$ cat src/rtl/tp_spi_seq.sv
// Touch-panel SPI sequencer: on pen-down, reads X then Y 12-bit conversions over a
// 24-period serial frame each and publishes the pair if the pen is still down.
module tp_spi_seq #(
    parameter int CLK_DIV    = 25,
    parameter int GAP_CYCLES = 1000
) (
    input  logic        clk,
    input  logic        rst_n,
    input  logic        pen_irq_n,
    input  logic        dout,
    output logic        dclk,
    output logic        din,
    output logic        cs_n,
    output logic [11:0] xaxis,
    output logic [11:0] yaxis,
    output logic        sample_valid,
    output logic        touching
);

    localparam logic [7:0] CMD_X = 8'hD0;
    localparam logic [7:0] CMD_Y = 8'h90;
    localparam int         DIV_W = 8;
    localparam int         GAP_W = $clog2(GAP_CYCLES + 1);
    localparam logic [DIV_W-1:0] DIV_LAST    = DIV_W'(CLK_DIV - 1);
    localparam logic [GAP_W-1:0] GAP_LAST    = GAP_W'(GAP_CYCLES - 1);
    localparam logic [4:0]       LAST_PERIOD = 5'd24;

    typedef enum logic [2:0] {
        IDLE,
        XFER_X,
        XFER_Y,
        PUBLISH,
        GAP
    } state_t;

    state_t           state, next_state;
    logic [1:0]       pen_sync;
    logic             pen_down;
    logic [DIV_W-1:0] div_cnt;
    logic [4:0]       period;
    logic [GAP_W-1:0] gap_cnt;
    logic [11:0]      shift;
    logic [11:0]      x_hold;
    logic             in_xfer, next_xfer, frame_start;
    logic             phase_end, frame_end, gap_end;
    logic [7:0]       cur_cmd;
    logic             cmd_bit;

    // NOTE: the synchroniser resets to 1 so a reset never looks like a pen-down.
    always_ff @(posedge clk or negedge rst_n) begin
        if (!rst_n) pen_sync <= 2'b11;
        else        pen_sync <= {pen_sync[0], pen_irq_n};
    end

    assign pen_down  = ~pen_sync[1];
    assign in_xfer   = (state == XFER_X) || (state == XFER_Y);
    assign phase_end = in_xfer && (div_cnt == DIV_LAST);
    assign frame_end = phase_end && dclk && (period == LAST_PERIOD);
    assign gap_end   = (state == GAP) && (gap_cnt == GAP_LAST);
    assign touching  = (state != IDLE);

    always_ff @(posedge clk or negedge rst_n) begin
        if (!rst_n) state <= IDLE;
        else        state <= next_state;
    end

    always_comb begin
        next_state = state;
        case (state)
            IDLE:    if (pen_down)  next_state = XFER_X;
            XFER_X:  if (frame_end) next_state = XFER_Y;
            XFER_Y:  if (frame_end) next_state = PUBLISH;
            PUBLISH: next_state = GAP;
            GAP:     if (gap_end)   next_state = pen_down ? XFER_X : IDLE;
            default: next_state = IDLE;
        endcase
    end

    assign next_xfer   = (next_state == XFER_X) || (next_state == XFER_Y);
    assign frame_start = next_xfer && (next_state != state);
    assign cur_cmd     = (state == XFER_Y) ? CMD_Y : CMD_X;
    // Bit for the period about to start: command bits on periods 1-8, zero after.
    assign cmd_bit     = (period < 5'd8) ? cur_cmd[3'd7 - period[2:0]] : 1'b0;

    // NOTE: all registered state below uses non-blocking assignments only.
    always_ff @(posedge clk or negedge rst_n) begin
        if (!rst_n) begin
            cs_n         <= 1'b1;
            dclk         <= 1'b0;
            din          <= 1'b0;
            div_cnt      <= '0;
            period       <= '0;
            gap_cnt      <= '0;
            shift        <= '0;
            x_hold       <= '0;
            xaxis        <= '0;
            yaxis        <= '0;
            sample_valid <= 1'b0;
        end else begin
            sample_valid <= 1'b0;
            cs_n         <= ~next_xfer;

            if (frame_start) begin
                div_cnt <= '0;
                period  <= 5'd1;
                dclk    <= 1'b0;
                din     <= (next_state == XFER_Y) ? CMD_Y[7] : CMD_X[7];
            end else if (in_xfer) begin
                if (phase_end) begin
                    div_cnt <= '0;
                    if (!dclk) begin
                        dclk <= 1'b1;
                        if (period >= 5'd10 && period <= 5'd21)
                            shift <= {shift[10:0], dout};
                    end else begin
                        dclk   <= 1'b0;
                        period <= period + 5'd1;
                        din    <= cmd_bit;
                    end
                end else begin
                    div_cnt <= div_cnt + DIV_W'(1);
                end
            end else begin
                div_cnt <= '0;
                period  <= '0;
                dclk    <= 1'b0;
                din     <= 1'b0;
            end

            if (state == XFER_X && frame_end)
                x_hold <= shift;

            // Y result is still in the shift register during PUBLISH.
            if (state == PUBLISH && pen_down) begin
                xaxis        <= x_hold;
                yaxis        <= shift;
                sample_valid <= 1'b1;
            end

            if (state == GAP) gap_cnt <= gap_cnt + GAP_W'(1);
            else              gap_cnt <= '0;
        end
    end

endmodule

$ cat config.mk
export PLATFORM = sky130hd
export DESIGN_NAME = tp_spi_seq
export DESIGN_NICKNAME = d
export VERILOG_FILES = /design/src/rtl/tp_spi_seq.sv
export SDC_FILE = /design/constraint.sdc
export NUM_CORES = 1
export LEC_CHECK = 0
export CAP_MARGIN = 20
export CORE_ASPECT_RATIO = 0.75
export CORE_MARGIN = 2
export CORE_UTILIZATION = 30
export DETAILED_ROUTE_END_ITERATION = 10
export GPL_ROUTABILITY_DRIVEN = 1
export PLACE_DENSITY = 0.53
export SYNTH_ARGS = -nofsm -noshare
export SYNTH_HDL_FRONTEND = slang
export SYNTH_SLANG_ARGS = --single-unit
$ cat constraint.sdc
create_clock -name clk -period 1.93 [get_ports clk]
set_input_delay 0.4825 -clock clk [delete_from_list [all_inputs] [get_ports clk]]
set_output_delay 0.4825 -clock clk [all_outputs]
set_load 0.01 [all_outputs]
==> metrics <==
Synthesis Warnings 0; IO buf count 32; clock group share of total power 0.491; Crit. End Element register; largest net degree at the start of global routing 37; Synthesized Nets 269; GP Congestion 0.755; maximum vdd drop 391 uV; total grt overflow 0; synth cell count leaders 77 x dfrtp_1, 40 x mux2_2, 24 x nor2_1, 11 x xnor2_1, 9 x nand2_1; P_sw 674 uW; 1st-iter DRT viols 83; Slew headroom 0.689; Starting Density 0.311; I/O pin cnt 33; number of synthesized flops with an enable pin 0; Routed wire per std cell 13.9 um; mapped cell area 3430 um^2; MaxCap Viol Count 0; startpoint types register; DRC 0; RSZ-0062 raised after global routing yes; Yosys reg bits 80; clock-pin slew on the worst setup and hold paths 60 ps; post-place setup slack -7.30 ps; Fillers 1021; WP data arrival 2190 ps; placement row count 33; Final period util 1.02; chip width 128 um; hold buffer count at cts 0; clk_lat worst skew 330 ps; highest clock rate 507 MHz; CTS HTree Levels 3; Final Hold Fails 0; Pleak 0.00210 uW; Avg Cell Area, Syn 13.3 um^2; first-pass GRT wire length 11000 um; TritonCTS clock tree built; Main synth FF type dfrtp_1; Reg power frac 0.495; Worst Path Required 2150 ps; failing checks negative setup slack; Clock Sinks 80; Post-DRT Antenna Nets 0; number of global-route vias before repair 2132; setup ws final -42.8 ps; most frequent cell after synthesis dfrtp_1; share of cells above drive strength 1 0.348; Net Sw Frac 0.198; cell accounting for the most synthesized area dfrtp_1; Finished Layout Cells 470; Tmin final 1970 ps; Pre-Repair DR Iteration Count 4; Logic pwr share 0.014; Cell Pwr Density 746 nW/um^2; Placed Cells 450; Slew Viols, Final 0; DP Wirelength 4400 um; CTS Buf Count 9; Area Overhead vs Synth 32.5%; worst-margin pin slew 462 ps; initial antenna violation count 0; Final Skew 4.15 ps; WS Path Type reg2reg; ant diodes 0; Cell Int Power 2720 uW; CTS root buf clkbuf_16; top cell type's share of synthesized area 0.561; worst min-delay path class in2async; Setup Viol. Count Final 6; status complete, but fails checks; ys async rst share 1.00; vias 2139; die area 12300 um^2; final WL 6520 um; drt via density 4.55; Tot GR Track Use 0.114; Synth Instances 259; CTS Buffer Depth 2; CP Max Fanout 6; Seq/Total Area, Yosys 0.584; die height 96.6 um; Core ar. 11000 um^2; top post-synthesis cells by area dfrtp_1 56%, mux2_2 13%, mux2_4 3.5%; Synth cell types 47; Final nets 336
[path summary, 6_finish.rpt]
path	end	slack (ps)	depth (start not counted)	startpoint
setup / recovery	shift[10]	-40	7	period[1]
hold / removal	yaxis[8]	110	1	rst_n
setup reg to reg	shift[10]	-40	7	period[1]
hold reg to reg	pen_sync[1]	350	0	pen_sync[0]
max in group asynchronous	xaxis[1]	1320	2	rst_n
min in group clk	pen_sync[1]	350	0	pen_sync[0]
[power groups by stage]
| stage | logic, uW | registers [uW] | clock network, uW |
|---|---|---|---|
| after floorplan | 0.0462 | 1710 | 0 |
| after global placement | 50.2 | 1710 | 0 |
| after detailed placement | 50.4 | 1710 | 0 |
| after CTS | 50.5 | 1680 | 1730 |
| after global routing | 55.3 | 1680 | 1780 |
| final | 46.4 | 1680 | 1670 |
[critical path: stages (launching register included)]
cell and delay [ps]:
dfrtp_1 370, inv_2 70, buf_6 110, a211o_1 280, a2111oi_4 350, buf_4 190
clkbuf_16 150, mux2_2 320
[state kept, by name (all words and copies together), names as in the netlist]
name          flops
xaxis            12
x_hold           12
dclk              1
pen_sync          2
yaxis            12
period            5
sample_valid      1
shift            12
cs_n              1
gap_cnt          10
state             3
div_cnt           8
din               1
[through the flow]
stage	setup TNS [ps]	util	power (uW)	hold slack, ps	cell area (um^2)
final	-173	0.413	3400	107	4550
after floorplan	-457	-	1710	187	3450
after global routing	-1260	0.413	3510	145	4550
after CTS	-68.2	0.403	3460	117	4440
after global placement	0	0.376	1760	347	4150
after detailed placement	-26.5	0.376	1760	347	4150
[per-layer routing]
metal	track usage	vias to the layer above	wire (um)
met2	0.157	20	2760
met3	0.0393	9	188
met1	0.166	1061	3480
met4	0.0389	0	96
li1	-	1049	-
met5	0	-	0
[area by class of cell]
class / instances / area (um^2) / area share
Clock inverter: 3 / 42.5 / 0.00935
Inverter: 7 / 26.3 / 0.00577
Clock buffer: 12 / 246 / 0.0542
Multi-Input combinational cell: 165 / 1420 / 0.312
Sequential cell: 80 / 2010 / 0.441
Tap cell: 140 / 175 / 0.0385
Timing Repair Buffer: 63 / 633 / 0.139
[cell families after synthesis]
group / Yosys count / synth area share
flops: 80 / 0.584
simple gates: 73 / 0.116
mux: 49 / 0.169
compound gates: 20 / 0.0412
xor+xnor: 17 / 0.0434
buf+inv: 14 / 0.0244
fa+ha+maj: 6 / 0.0219
[what timing repair did]
| item | 4_1_cts | 5_1_grt |
|---|---|---|
| gates resized for setup | 4 | 17 |
| setup endpoints to repair | 22 | 27 |
| buffers inserted | 0 | 5 |
| pin swaps | 0 | 2 |
| cloned | 0 | 1 |
[placed cells by master, fill, tap and decap left out, types with 3 or more instances in the layout]
cell type,synthesis,routed
clkdlybuf4s50_1,0,30
inv_2,0,3
dfstp_2,3,3
nand4_1,4,4
o21ai_0,5,5
mux2_2,40,31
nand3_1,8,8
xnor2_1,11,11
clkbuf_16,0,10
nor2_1,24,23
a21oi_1,3,3
buf_4,1,25
inv_1,7,4
nor3_1,8,7
buf_12,1,5
dfrtp_1,77,75
nand2_1,9,8
xor2_1,6,6
ha_1,6,4
mux2_4,8,17
Power figures use the tool's default switching activity.
